## src/rtl/mem_view_pipeline.sv

```systemverilog
`timescale 1ns/1ps
// mem_view_pipeline: maps VGA raster coordinates onto NoC core data memory.
// For each visible pixel one peek is issued, the returned word is coloured
// according to the active mode, and the syncs are delayed to stay aligned.
module mem_view_pipeline #(
  parameter int CORE_W       = 4,
  parameter int ADDR_W       = 32,
  parameter int WORDS_LOG2   = 10,
  parameter int FIRST_CORE   = 6,
  parameter int NUM_CORES    = 5,
  parameter int VIEW_W       = 48,
  parameter int VIEW_H       = 88,
  parameter int SCALE_LOG2   = 0,
  parameter int PEEK_LATENCY = 0,
  parameter int IDLE_ID      = 15,
  parameter bit SYNC_IDLE    = 1'b1
) (
  input  logic              clk_25mhz,
  input  logic              rst_n,
  input  logic [10:0]       x_coord,
  input  logic [10:0]       y_coord,
  input  logic              canDisplay,
  input  logic              hs_in,
  input  logic              vs_in,
  input  logic [1:0]        mode,
  input  logic [2:0]        shift,
  output logic [CORE_W-1:0] peekId,
  output logic [ADDR_W-1:0] peekAddress,
  input  logic [31:0]       peekData,
  output logic [7:0]        r,
  output logic [7:0]        g,
  output logic [7:0]        b,
  output logic              hs,
  output logic              vs,
  output logic [15:0]       frame_cnt
);
  // Total latency from raster inputs to the colour register.
  localparam int L    = 2 + PEEK_LATENCY;
  localparam int NPIX = NUM_CORES << WORDS_LOG2;

  logic [31:0] px, py, n;
  logic        in_view;

  // Stage A address math: scaled coordinates, linear index and view test.
  always_comb begin
    px      = 32'(x_coord >> SCALE_LOG2);
    py      = 32'(y_coord >> SCALE_LOG2);
    n       = px + py * 32'(VIEW_W);
    in_view = canDisplay && (px < 32'(VIEW_W)) && (py < 32'(VIEW_H)) && (n < 32'(NPIX));
  end

  // Stage A register: the core index is the upper bits of n, the address the lower bits.
  always_ff @(posedge clk_25mhz or negedge rst_n) begin
    if (!rst_n) begin
      peekId      <= CORE_W'(IDLE_ID);
      peekAddress <= '0;
    end else if (in_view) begin
      peekId      <= CORE_W'(FIRST_CORE) + CORE_W'(n >> WORDS_LOG2);
      peekAddress <= ADDR_W'(n & ((32'd1 << WORDS_LOG2) - 32'd1));
    end else begin
      peekId      <= CORE_W'(IDLE_ID);
      peekAddress <= '0;
    end
  end

  // Per-pixel side information and syncs. in_view already includes canDisplay,
  // so one valid bit covers both blanking conditions; only the parity of the
  // core offset is needed downstream (core-map colouring).
  logic [L-1:0] hs_pipe, vs_pipe;
  logic [L-2:0] vld_pipe, par_pipe;

  // Delay lines: syncs run L stages, pixel info runs up to the colour stage.
  always_ff @(posedge clk_25mhz or negedge rst_n) begin
    if (!rst_n) begin
      hs_pipe  <= {L{SYNC_IDLE}};
      vs_pipe  <= {L{SYNC_IDLE}};
      vld_pipe <= '0;
      par_pipe <= '0;
    end else begin
      hs_pipe[0]  <= hs_in;
      vs_pipe[0]  <= vs_in;
      vld_pipe[0] <= in_view;
      par_pipe[0] <= n[WORDS_LOG2];
      for (int i = 1; i < L; i++) begin
        hs_pipe[i] <= hs_pipe[i-1];
        vs_pipe[i] <= vs_pipe[i-1];
      end
      for (int i = 1; i <= L-2; i++) begin
        vld_pipe[i] <= vld_pipe[i-1];
        par_pipe[i] <= par_pipe[i-1];
      end
    end
  end

  assign hs = hs_pipe[L-1];
  assign vs = vs_pipe[L-1];

  logic       vs_d;
  logic       fall;
  logic [1:0] mode_act;
  logic [2:0] shift_act;

  assign fall = vs_d & ~vs_in;

  // Frame boundary: latch mode/shift and count frames on the falling edge of vs_in.
  always_ff @(posedge clk_25mhz or negedge rst_n) begin
    if (!rst_n) begin
      vs_d      <= SYNC_IDLE;
      mode_act  <= 2'd0;
      shift_act <= 3'd0;
      frame_cnt <= 16'd0;
    end else begin
      vs_d <= vs_in;
      if (fall) begin
        mode_act  <= mode;
        shift_act <= shift;
        frame_cnt <= frame_cnt + 16'd1;
      end
    end
  end

  logic [31:0] v;
  logic [7:0]  s8;
  logic [23:0] rgb_n;

  // Colour stage: saturating brightness, then the active colour mode, then blanking.
  always_comb begin
    v  = peekData >> shift_act;
    s8 = (|v[31:8]) ? 8'hFF : v[7:0];
    case (mode_act)
      2'd0:    rgb_n = {s8, s8, s8};
      2'd1:    rgb_n = {s8, (s8[7] ? {s8[6:0], 1'b0} : 8'h00), ~s8};
      2'd2:    rgb_n = peekData[23:0];
      default: rgb_n = par_pipe[L-2] ? 24'h0000FF : 24'hFF0000;
    endcase
    if (!vld_pipe[L-2]) rgb_n = 24'h0;
  end

  // Colour register.
  always_ff @(posedge clk_25mhz or negedge rst_n) begin
    if (!rst_n) {r, g, b} <= 24'h0;
    else        {r, g, b} <= rgb_n;
  end
endmodule

```

## config.mk

```make
export PLATFORM = sky130hd
export DESIGN_NAME = mem_view_pipeline
export DESIGN_NICKNAME = d
export VERILOG_FILES = /design/src/rtl/mem_view_pipeline.sv
export SDC_FILE = /design/constraint.sdc
export NUM_CORES = 1
export LEC_CHECK = 0
export CAP_MARGIN = 20
export CORE_ASPECT_RATIO = 2
export CORE_MARGIN = 4
export CORE_UTILIZATION = 43
export CTS_BUF_LIST = sky130_fd_sc_hd__clkbuf_4
export CTS_CLUSTER_DIAMETER = 200
export DETAILED_ROUTE_END_ITERATION = 7
export PLACE_DENSITY_LB_ADDON = 0.05
export SLEW_MARGIN = 5
export SYNTH_ARGS = -nofsm -noshare
export SYNTH_HDL_FRONTEND = slang
export SYNTH_SLANG_ARGS = --single-unit
```

## constraint.sdc

```tcl
create_clock -name clk_25mhz -period 2.5 [get_ports clk_25mhz]
set_input_delay 0.5 -clock clk_25mhz [delete_from_list [all_inputs] [get_ports clk_25mhz]]
set_output_delay 0.5 -clock clk_25mhz [all_outputs]
set_load 0.01 [all_outputs]
```

# Word level (Yosys, flattened, before mapping)

Cells that the tools add are included.

Register bits after elaboration: 66
Input bits: 64
Output and inout bits: 78
Word-level logic and storage cells: 38

Add/sub/neg operators: 3
Multipliers: 1
$lt $le $gt $ge: 3
Eq/ne operators: 2
Shift operators: 1
Mux-type cells: 7
Bitwise gates (word level): 3
Reductions and logical operators: 5

Operators by type and width:

| cell                                                                            | count |
|---|---|
| 24-bit one-hot mux with 3 select lines                                          | 1 |
| 24-bit 2-to-1 mux                                                               | 2 |
| 32-bit by 3-bit >> shifter with 32-bit output                                   | 1 |
| 24-bit OR reduction                                                             | 1 |
| 11-bit by 17-bit adder with 18-bit output                                       | 1 |
| 18-bit by 13-bit less-than comparator with 1-bit output (second input constant) | 1 |
| 16-bit by 1-bit adder with 16-bit output (second input constant)                | 1 |
| 8-bit 2-to-1 mux                                                                | 2 |
| 11-bit by 2-bit multiplier with 13-bit output (second input constant)           | 1 |
| 11-bit by 6-bit less-than comparator with 1-bit output (second input constant)  | 1 |
| 11-bit by 7-bit less-than comparator with 1-bit output (second input constant)  | 1 |
| 10-bit 2-to-1 mux                                                               | 1 |
| 8-bit inverter                                                                  | 1 |
| 3-bit by 4-bit adder with 4-bit output (first input constant)                   | 1 |
| 4-bit 2-to-1 mux                                                                | 1 |
| 1-bit logical AND                                                               | 3 |
| 2-bit by 1-bit == test with 1-bit output (second input constant)                | 1 |
| 2-bit == test (second input constant)                                           | 1 |
| 2-bit zero test                                                                 | 1 |
| 1-bit bitwise AND                                                               | 1 |
| 1-bit inverter                                                                  | 1 |

# Logic depth before layout (Yosys ltp)

Gate-level depths: netlist (run 1).

Depth after elaboration: 6
Gate-level depth with buffers: 17
Mapped depth without buffers: 17

# Least setup slack after synthesis (run 1)

No wires, ideal clock.

Kind: in2reg
Start point: input y_coord[0]
End point: register peekAddress[6]
Library setup time: 0.168 ns
Arrival time: 3.311 ns
Required time: 2.332 ns
Slack: -0.979 ns
Stages on the path: 14
Cell sequence: ha_1 > inv_1 > fa_1 > nand2b_1 > nand2b_1 > a21oi_1 > xnor2_1 > ha_1 > o21ai_0 > a21oi_1 > o21ai_0 > o21ba_2 > a2111oi_1 > nor4_1

Word-level cells in the longest chain between the ends: 5
Elaborated cells on any way between the ends: 7

RTL lines:

| item                                                    | RTL line | text |
|---|---|---|
| from (decl)                                             | 21       | `input logic [10:0] y_coord,` |
| 11-bit by 2-bit multiplier with 13-bit output           | 48       | `n = px + py * 32'(VIEW_W);` |
| 11-bit by 17-bit adder with 18-bit output               | 48       |  |
| 18-bit by 13-bit less-than comparator with 1-bit output | 49       | `in_view = canDisplay && (px < 32'(VIEW_W)) && (py < 32'(VIEW_H)) && (n < 32'(NPIX));` |
| 1-bit logical AND                                       | 49       |  |
| 10-bit 2-to-1 mux (*)                                   | 57       | `end else if (in_view) begin` |
| to (signal assigned)                                    | 59       | `peekAddress <= ADDR_W'(n & ((32'd1 << WORDS_LOG2) - 32'd1));` |
| to (decl)                                               | 28       | `output logic [ADDR_W-1:0] peekAddress,` |

Mark *: on every way between the ends. The rest lies on a longest branch, timed or not.
A chain may end at the register's enable or synchronous reset.

# Worst setup path after layout (run 1)

Start point: input y_coord[2]
End point: register peekId[1]

Word-level cells in the longest chain between the ends: 5
Elaborated cells on any way between the ends: 8

RTL lines:

| item                                                    | RTL line | text |
|---|---|---|
| 11-bit by 2-bit multiplier with 13-bit output           | 48       |  |
| 11-bit by 17-bit adder with 18-bit output               | 48       |  |
| 18-bit by 13-bit less-than comparator with 1-bit output | 49       |  |
| 1-bit logical AND                                       | 49       |  |
| 4-bit 2-to-1 mux (*)                                    | 57       |  |
| to (signal assigned)                                    | 55       | `peekId <= CORE_W'(IDLE_ID);` |
| to (signal assigned)                                    | 58       | `peekId <= CORE_W'(FIRST_CORE) + CORE_W'(n >> WORDS_LOG2);` |
| to (signal assigned)                                    | 61       | `peekId <= CORE_W'(IDLE_ID);` |
| to (decl)                                               | 27       | `output logic [CORE_W-1:0] peekId,` |

Marks and branches as above.

==> results.tsv, run 1 <==
stage	metric	value	unit
cts	clk_pin_slew	0.11	ns
synth	synth_flop_cell	dfrtp_1	
pwr	p_sw	1318	uW
worst_setup_path	worstPathMaxFanout	4	
synth	synth_seq_area_share	37.53	%
floorplan	ioPinCount	142	
sta	period_needed	2.974	ns
synth	synth-edff-count	0	
floorplan	coreArea	9827	um2
sta	finalCritPeriodShare	119.0	%
place	post-place-ws	-1.457	ns
place	portBuffers	119	
worst_setup_path	cp_cell_sequence	buf_2 > inv_1 > fa_2 > nand2b_4 > a2111o_1 > a311o_1 > xor2_2 > buf_4 > nor4_2 > a311o_1 > or4_1	
sta	fin_hold_ws	0.2372	ns
worst_hold_path	hp-class	in -> async	
worst_setup_path	worstReg2RegStart	shift_act[0]	
place	place_inst	781	
pwr	powerDensity	529.4	nW/um2
pwr	pwr-share-comb	44.2	%
synth	ys_async_sr_fraction	100.0	%
synth	synth_seq_cells	65	
grt	grt_overflow	0	
pwr	p_sw_share	34.20	%
route	via_per_inst	5.283	
pwr	pwr-share-seq	32.3	%
sta	fin_ws	-0.4744	ns
sta	tightestPinTransition	1.200	ns
route	remaining_drc_errors	0	
pwr	p_leak	0.003146	uW
pwr	p_int	2537	uW
floorplan	dieWidth	79.21	um
worst_setup_path	crit_path_end_kind	flip-flop	
worst_setup_path	ff2ff_path_depth	9	
worst_setup_path	critical_path_class	in -> reg	
finish	stdcell_count	813	
route	antenna_left	0	
synth	synth_area	4360	um2
finish	final_core_util	74.10	%
flow_run	maxCapViolations	0	
status	violations	setup timing	
grt	grt_max_degree	66	
floorplan	dieArea	11910	um2
sta	slew-limit-headroom	20.00	%
sta	skew	0.01593	ns
floorplan	die-height	150.4	um
sta	hold_viol_final	0	
worst_setup_path	crit_arrival	3.31	ns
place	detailedPlacementHpwl	11750	um
cts	clock_path_buffers	2	
floorplan	rows	51	
pwr	vdd_drop_max	0.0002856	V
route	post_drt_wl_per_cell	18.13	um
synth	synth_top_area_share	32.71	%
grt	antenna_found_initial	1	
cts	cts_max_level	3	
synth	synth_most_common_cell	dfrtp_1	
synth	yosysTopAreaCell	dfrtp_1	
finish	final_layout_size_suffix_gt1_share	35.79	%
grt	track_usage	24.36	%
status	status	finished, violations left	
worst_setup_path	cp_slowest_cell	or4_1	
cts	cts.sinks	65	
place	place_congestion	0.8934	
cts	clk_latency	0.42	ns
worst_setup_path	reg2reg_slack	-0.37	ns
worst_setup_path	crit_required	2.84	ns
worst_setup_path	crit_start	y_coord[2]	
route	drt_wl_total	14740	um
worst_setup_path	cp_slowest_stage_delay	0.51	ns
synth	synth_common_cells	dfrtp_1 (57), nor2_1 (37), nand2_1 (27), ha_1 (26), buf_4 (22)	
worst_setup_path	cpMostUsedCell	a311o_1	
synth	syn_inst	455	
pwr	clkPwrFrac	23.5	%
finish	syn2layout_area_growth	67.00	%
synth	syn_avg_cell_area	9.583	um2
route	vias	4295	
floorplan	initial_utilization	44.37	%
cts	ctsHoldBuffers	0	
cts	root_buffer	clkbuf_4	
sta	slew_violations	0	
route	drt_iter0_drc	114	
sta	setup_violations	39	
worst_setup_path	r2r-end	b[0]	
synth	synth.distinct_cells	55	
grt	grt_pass1_wl	22070	um
synth	yosys-top-cells-area	dfrtp_1 (33%), ha_1 (7.5%), dfstp_2 (4.8%)	
finish	nets	766	
sta	rsz0062_at_grt	yes	
synth	synth_warnings	0	
cts	cts_buffers	9	
worst_setup_path	start_kind	input pin	
cts	cts_tree	yes	
sta	fmax	336.2	MHz
grt	grt_pass1_vias	4544	
sta	fin_tns_setup	-12.91	ns
route	firstDrtPassIters	5	
[through the flow]
stage | area (um2) | power, uW
2_1_floorplan | 4604 | 2021
3_3_place_gp | 6427 | 2666
3_5_place_dp | 6427 | 2700
4_1_cts | 6751 | 3682
5_1_grt | 7279 | 4061
6_report | 7282 | 3855
[timing repair]
item                       in CTS  in global routing
pin swaps                      17                 36
cloned                          0                  0
buffers inserted                3                 11
resized for setup              41                 95
setup endpoints to repair      40                 40
[critical path: cells and delay by family]
| kind | cells | cell delay, ns |
|---|---|---|
| xor+xnor | 1 | 0.20 |
| fa+ha+maj | 1 | 0.36 |
| simple gates | 3 | 0.73 |
| buf+inv | 3 | 0.40 |
| compound gates | 3 | 1.12 |
[power groups by stage]
stage / registers (uW) / clock network (uW) / logic, uW
floorplan: 1220 / 0 / 804
global placement: 1250 / 0 / 1420
detailed placement: 1250 / 0 / 1450
CTS: 1230 / 925 / 1530
global route: 1260 / 966 / 1830
finish: 1250 / 905 / 1700
[final cells by class]
cell class | count | area (um2)
Multi-Input combinational cell | 353 | 3127
Fill cell | 763 | 2545
Timing Repair Buffer | 226 | 2090
Sequential cell | 65 | 1638
Tap cell | 132 | 165.2
Clock inverter | 5 | 103.9
Clock buffer | 11 | 82.58
Inverter | 19 | 71.32
Antenna cell | 2 | 5.005
[worst max-delay path by stage]
stage	to	slack, ns
after global placement	peekId[1]	-1.39
after global routing	peekId[1]	-0.56
after CTS	peekAddress[6]	-0.66
final	peekId[1]	-0.47
after floorplan	peekId[1]	-0.76
after detailed placement	peekId[1]	-1.46
[sequential cells by signal, summed over array words and instances (netlist names), 3 cells and up]
register     cells
peekId           4
g                8
peekAddress     10
b                8
shift_act        3
frame_cnt       16
r                8
[placed cells by master, fill, tap and decap left out, drive strengths merged, types with 3 or more instances in the layout]
cell           instances
a211oi                10
a21boi                 3
a21oi                 17
a31oi                  3
and3                   3
and4                   6
buf                  110
bufinv                 3
clkbuf                12
clkdlybuf4s50        107
conb                  22
dfrtp                 57
dfstp                  8
dlymetal6s2s           5
ha                    26
inv                   19
mux2                   7
mux2i                 12
mux4                   4
nand2                 27
nand2b                 9
nand3                 16
nand4                  5
nor2                  37
nor2b                 16
nor3                   9
nor4                  12
o211a                  4
o211ai                 4
o21a                  14
o21ai                 24
o32ai                  5
or4                    5
xnor2                 16
xor2                  15
[per-layer routing]
layer  vias up  global-route usage [%]  share of wire [%]
li1       2029                       -                  -
met1      2101                   19.43                 29
met2       125                   51.31                 61
met3        40                   3.772                3.5
met4         0                   14.72                5.9
met5         -                       0                  0
[cell families (layout without fill, tap and decap cells)]
group	Yosys count	in the layout	share of synthesized area, %
DFF	65	65	37.53
xor gates and xnor gates	31	31	6.227
AOI/OAI and AO/OA	100	100	16.33
adders and majority gates	28	28	8.379
and+or+nand+nor	149	149	17.76
buffers and inverters	58	261	7.059
other	1	24	0.08600
muxes	23	23	6.629
Power figures use the tool's default switching activity.
==> run 2: changes to the inputs <==
--- a/config.mk
+++ b/config.mk
@@ -7,13 +7,13 @@
 export LEC_CHECK = 0
 export CAP_MARGIN = 20
 export CORE_ASPECT_RATIO = 2
-export CORE_MARGIN = 4
+export CORE_MARGIN = 2
 export CORE_UTILIZATION = 43
 export CTS_BUF_LIST = sky130_fd_sc_hd__clkbuf_4
 export CTS_CLUSTER_DIAMETER = 200
 export DETAILED_ROUTE_END_ITERATION = 7
 export PLACE_DENSITY_LB_ADDON = 0.05
-export SLEW_MARGIN = 5
+export SLEW_MARGIN = 20
 export SYNTH_ARGS = -nofsm -noshare
 export SYNTH_HDL_FRONTEND = slang
 export SYNTH_SLANG_ARGS = --single-unit
==> run 2 against run 1 <==
Compared with the run above: the run still ends with setup timing left; first-iteration DRC count increased by 88%; core utilization decreased by 2.0 points; routed wire length decreased by 8.0%; cell area decreased by 0.77%; fmax decreased by 1.2%; global-route usage decreased by 0.35 points; combinational power increased by 3%; sequential cell count unchanged; critical path type unchanged; largest cell class unchanged.
==> results.tsv, run 2 (synthesis results as in run 1) <==
stage	metric	value	unit	change
status	status	finished, violations left		
status	violations	setup timing		
place	detailedPlacementHpwl	10400	um	-11%
floorplan	die-height	146.4	um	-2.7%
finish	top_regs	frame_cnt x16, peekAddress x10		
sta	rsz0062_at_grt	yes		
finish	nets	769		+0.39%
grt	grt_overflow	0		unchanged
route	antenna_left	0		unchanged
worst_setup_path	crit_required	2.84	ns	about the same
pwr	vdd_drop_max	0.0002503	V	-12%
route	remaining_drc_errors	0		unchanged
pwr	p_leak	0.003123	uW	-0.74%
sta	fin_tns_setup	-12.42	ns	+0.4920 ns
grt	met2_usage	48.07	%	-3.2 points
sta	skew	0.01349	ns	-0.002441 ns
sta	period_needed	3.010	ns	+0.03571 ns
pwr	pwr-share-comb	49.0	%	+4.8 points
worst_setup_path	crit_arrival	3.35	ns	+0.04 ns
cts	clk_latency	0.42	ns	about the same
worst_setup_path	worstPathMaxFanout	3		-1
pwr	powerDensity	494.5	nW/um2	-6.6%
grt	grt_pass1_wl	19890	um	-9.9%
cts	cts_max_level	3		unchanged
cts	root_buffer	clkbuf_4		
sta	slew-limit-headroom	33.58	%	+14 points
route	firstDrtPassIters	4		-1
cts	clock_path_buffers	2		unchanged
worst_hold_path	hp-class	in -> async		
cts	cts_buffers	9		unchanged
route	vias	4293		-0.047%
grt	grt_max_degree	40		-39%
pwr	pwr-share-seq	34.1	%	+1.8 points
finish	top_register	frame_cnt		
grt	gr-usage-met1	19.57	%	+0.14 points
route	drt_wl_total	13560	um	-8.0%
worst_setup_path	start_kind	input pin		
grt	antenna_found_initial	1		unchanged
worst_setup_path	critical_path_class	in -> reg		
place	portBuffers	119		unchanged
sta	setup_violations	39		unchanged
pwr	p_int	2218	uW	-13%
floorplan	coreArea	10020	um2	+2.0%
floorplan	dieWidth	75.21	um	-5.1%
finish	largest_reg_flops	16		unchanged
sta	fmax	332.2	MHz	-1.2%
route	drt_iter0_drc	214		+88%
floorplan	ioPinCount	142		unchanged
grt	use_met3	3.451	%	-0.32 points
finish	final_layout_size_suffix_gt1_share	36.22	%	+0.43 points
sta	slew_violations	0		unchanged
finish	final_core_util	72.12	%	-2.0 points
grt	grt_pass1_vias	4363		-4.0%
pwr	p_sw	1355	uW	+2.8%
route	via_per_inst	5.248		-0.66%
floorplan	initial_utilization	43.52	%	-0.85 points
pwr	p_sw_share	37.92	%	+3.7 points
cts	cts_tree	yes		
floorplan	rows	52		+2.0%
floorplan	dieArea	11010	um2	-7.6%
worst_setup_path	worstReg2RegStart	shift_act[0]		
finish	syn2layout_area_growth	65.71	%	
finish	final_cell_mix	clkdlybuf4s50_1 (108), buf_4 (94), dfrtp_1 (56), nor2_1 (28), nand2_1 (27)		
place	place_congestion	0.9287		+4.0%
worst_setup_path	crit_start	y_coord[0]		
pwr	clkPwrFrac	16.9	%	-6.6 points
sta	tightestPinTransition	0.9875	ns	-0.2125 ns
cts	cts.sinks	65		unchanged
flow_run	maxCapViolations	0		unchanged
finish	nFillCells	807		+5.8%
grt	busiest_layer	met2		
sta	fin_hold_ws	0.03464	ns	-0.2026 ns
sta	fin_ws	-0.5101	ns	-0.03571 ns
route	post_drt_wl_per_cell	16.57	um	-8.6%
sta	finalCritPeriodShare	120.4	%	+1.4 points
worst_setup_path	crit_path_end_kind	flip-flop		
cts	clk_pin_slew	0.12	ns	about the same
grt	track_usage	24.01	%	-0.35 points
sta	hold_viol_final	0		unchanged
cts	ctsHoldBuffers	0		unchanged
finish	mostFrequentLayoutCell	clkdlybuf4s50_1		
[run 2: changes by cell type in the layout (fill, tap and decap cells not counted), sizes merged]
cell,delta
clkdlybuf4s15,-2
inv,+1
clkdlybuf4s50,+1
clkinvlp,+2
bufinv,-3
dlymetal6s2s,-1
diode,-1
buf,+3
clkinv,+2
[run 2: final timing paths]
path	endpoint	slack (ns)	depth (start not counted)
max in group asynchronous	r[6]	1.73	3
min in group clk_25mhz	hs_pipe[1]	0.37	0
worst min register to register	hs_pipe[1]	0.37	0
worst max-delay path	peekId[1]	-0.51	11
worst min-delay path	frame_cnt[12]	0.03	1
worst max register to register	b[3]	-0.34	9
[run 2: power groups by stage]
stage	registers, uW	logic (uW)	clock network (uW)
6_report	1220	1750	604
5_1_grt	1240	1870	664
4_1_cts	1220	1560	628
3_5_place_dp	1240	1420	0
3_3_place_gp	1230	1390	0
2_1_floorplan	1220	804	0
[run 2: layout make-up]
cell class                      count  area, um2  share of cell area, %
Multi-Input combinational cell    353       3133                  43.36
Timing Repair Buffer              229       2098                  29.04
Sequential cell                    65       1638                  22.67
Tap cell                          135      168.9                  2.338
Inverter                           19      71.32                 0.9870
Clock buffer                        9      67.56                 0.9351
Clock inverter                      7      46.29                 0.6407
Antenna cell                        1      2.502                0.03463
[run 2: repair_timing]
action | 4_1_cts | 5_1_grt
pin swaps | 17 | 50
endpoints found under the setup margin | 40 | 40
buffers inserted | 9 | 14
resized for setup | 48 | 89
[run 2: per-layer routing]
layer / vias up / share of wire, %
li1: 2035 / -
met1: 2063 / 30
met5: - / 0
met4: 0 / 6.3
met3: 47 / 3.7
met2: 148 / 60
[run 2: through the flow]
stage,cells,worst slack (ns),power [uW],instance area [um2]
after floorplan,476,-0.7551,2021,4604
after global placement,781,-1.364,2628,6421
after detailed placement,781,-1.521,2659,6421
after CTS,806,-0.6426,3402,6769
after global routing,818,-0.5853,3772,7226
final,818,-0.5101,3573,7226
[run 2: critical path: stages]
cell and delay [ns]:
buf_8 0.08, ha_4 0.13, inv_2 0.03, fa_2 0.33
nand2b_4 0.15, a2111o_1 0.44, a311o_1 0.33, xor2_2 0.16
or4_4 0.43, o221a_4 0.24, or4_4 0.53
==> run 3: changes to the inputs <==
--- a/config.mk
+++ b/config.mk
@@ -13,6 +13,7 @@
 export CTS_CLUSTER_DIAMETER = 200
 export DETAILED_ROUTE_END_ITERATION = 7
 export PLACE_DENSITY_LB_ADDON = 0.05
+export RECOVER_POWER = 50
 export SLEW_MARGIN = 20
 export SYNTH_ARGS = -nofsm -noshare
 export SYNTH_HDL_FRONTEND = slang
==> run 3 against run 2 <==
Compared with the run above: the run still ends with setup timing left; setup slack got worse by 0.0083 ns; via count increased by 0.30%; register-to-register slack about the same; power decreased by 0.23%; routed wire length about the same; clock-buffer cell count unchanged; cell area decreased by 0.33%; largest power group unchanged; combinational power about the same; clock skew about the same; critical path depth unchanged; worst hold slack improved by 0.26 ns.
==> results.tsv, run 3 (synthesis results as in run 1) <==
stage	metric	value	unit	change
status	status	finished, violations left		
status	violations	setup timing		
route	firstDrtPassIters	4		unchanged
grt	grt_overflow	0		unchanged
cts	root_buffer	clkbuf_4		
floorplan	dieWidth	75.21	um	unchanged
route	via_per_inst	5.264		+0.30%
finish	nFillCells	810		+0.37%
floorplan	ioPinCount	142		unchanged
worst_setup_path	start_kind	input pin		
cts	clock_path_buffers	2		unchanged
grt	grt_pass1_vias	4363		unchanged
sta	finalCritPeriodShare	120.7	%	+0.33 points
sta	skew	0.01366	ns	+0.0001738 ns
worst_setup_path	worstReg2RegStart	shift_act[0]		
route	drt_wl_total	13550	um	about the same
worst_hold_path	hp-class	in -> async		
cts	cts_tree	yes		
cts	cts_buffers	9		unchanged
sta	slew-limit-headroom	18.28	%	-15 points
cts	clk_latency	0.42	ns	about the same
finish	largest_reg_flops	16		unchanged
floorplan	coreArea	10020	um2	unchanged
pwr	vdd_drop_max	0.0002501	V	about the same
flow_run	maxCapViolations	0		unchanged
worst_setup_path	crit_required	2.84	ns	about the same
sta	fin_ws	-0.5184	ns	-0.008311 ns
place	detailedPlacementHpwl	10400	um	unchanged
sta	period_needed	3.018	ns	+0.008311 ns
grt	antenna_found_initial	1		unchanged
place	post-place-ws	-1.521	ns	unchanged
sta	setup_violations	39		unchanged
place	portBuffers	119		unchanged
finish	final_cell_mix	clkdlybuf4s50_1 (106), buf_4 (92), dfrtp_1 (56), nor2_1 (28), nand2_1 (27)		
route	remaining_drc_errors	0		unchanged
floorplan	rows	52		unchanged
finish	nets	769		unchanged
finish	top_register	frame_cnt		
sta	fin_hold_ws	0.2948	ns	+0.2602 ns
worst_setup_path	critical_path_class	in -> reg		
worst_setup_path	crit_path_end_kind	flip-flop		
worst_setup_path	crit_arrival	3.36	ns	about the same
floorplan	initial_utilization	43.52	%	unchanged
grt	grt_max_degree	40		unchanged
route	drt_iter0_drc	214		unchanged
grt	grt_pass1_wl	19890	um	unchanged
finish	top_regs	frame_cnt x16, peekAddress x10		
place	place_congestion	0.9287		unchanged
sta	hold_viol_final	0		unchanged
sta	fmax	331.3	MHz	-0.28%
finish	final_layout_size_suffix_gt1_share	35.78	%	-0.44 points
worst_setup_path	ff2ff_path_depth	9		unchanged
worst_setup_path	reg2reg_slack	-0.34	ns	about the same
finish	mostFrequentLayoutCell	clkdlybuf4s50_1		
route	antenna_left	0		unchanged
cts	clk_pin_slew	0.12	ns	about the same
sta	rsz0062_at_grt	yes		
grt	track_usage	24.01	%	unchanged
pwr	p_leak	0.003108	uW	-0.48%
floorplan	dieArea	11010	um2	unchanged
cts	cts.sinks	65		unchanged
sta	tightestPinTransition	1.226	ns	+0.2383 ns
worst_setup_path	worstPathMaxFanout	3		unchanged
finish	syn2layout_area_growth	65.17	%	
cts	cts_max_level	3		unchanged
pwr	powerDensity	495.0	nW/um2	+0.10%
worst_setup_path	r2r-end	b[3]		
sta	slew_violations	0		unchanged
floorplan	die-height	146.4	um	unchanged
route	post_drt_wl_per_cell	16.57	um	about the same
worst_setup_path	crit_start	y_coord[0]		
route	vias	4306		+0.30%
==> run 3: cell count changes in the layout (fill, tap and decap cells not counted) <==
cell | previous run | this run
buf_12 | 1 | 0
dlygate4sd3_1 | 0 | 2
clkdlybuf4s50_1 | 108 | 106
buf_2 | 2 | 1
clkbuf_2 | 2 | 3
clkbuf_1 | 0 | 3
buf_4 | 94 | 92
==> run 3: final cells by class <==
| cell class | count | area [um2] | share of cell area, % |
|---|---|---|---|
| sequential | 65 | 1638 | 22.74 |
| inverter | 19 | 71.32 | 0.9903 |
| clock buffer | 9 | 67.56 | 0.9382 |
| antenna | 1 | 2.502 | 0.03475 |
| clock inverter | 7 | 46.29 | 0.6428 |
| multi-input combinational | 353 | 3133 | 43.50 |
| tap | 135 | 168.9 | 2.345 |
| timing repair buffer | 229 | 2074 | 28.80 |
==> run 3: metal layers <==
| metal | up-vias | global-route usage (%) | wire length, um |
|---|---|---|---|
| li1 | 2035 | - | - |
| met1 | 2069 | 19.57 | 4053 |
| met2 | 153 | 48.07 | 8133 |
| met3 | 49 | 3.451 | 493 |
| met4 | 0 | 15.00 | 871 |
| met5 | - | 0 | 0 |
==> run 3: through the flow <==
step	total power (uW)	setup TNS, ns	utilization (%)	area (um2)	cells
floorplan	2021	-9.890	-	4604	476
global placement	2628	-37.91	64.09	6421	781
detailed placement	2659	-40.03	64.09	6421	781
CTS	3402	-14.99	67.56	6769	806
global route	3766	-15.36	71.88	7202	818
finish	3565	-12.49	71.88	7202	818
==> run 3: power breakdown <==
part	internal, uW	leakage [uW]	total, uW	switching (uW)
Combinational	891	0.00219	1740	854
Clock	202	0.0000597	601	399
Sequential	1120	0.000858	1220	98.8
Total	2210	0.00311	3560	1350
==> run 3: worst max path at each step <==
stage,cells after the start,to,slack [ns]
after floorplan,10,peekId[1],-0.76
after global placement,11,peekId[1],-1.36
after detailed placement,15,peekId[1],-1.52
after CTS,11,peekId[1],-0.64
after global routing,16,peekAddress[8],-0.59
final,11,peekId[1],-0.52
==> run 3: repair_timing <==
action | 4_1_cts | 5_1_grt
setup endpoints to repair | 40 | 40
resized for setup | 48 | 89
hold buffers | 0 | 0
setup buffers | 9 | 14
pin swaps | 17 | 50
==> run 3: critical path: stages <==
cell and delay (ns):
buf_8 0.08, ha_4 0.13, inv_2 0.03, fa_2 0.33
nand2b_4 0.15, a2111o_1 0.44, a311o_1 0.33, xor2_2 0.16
or4_4 0.43, o221a_4 0.24, or4_4 0.53
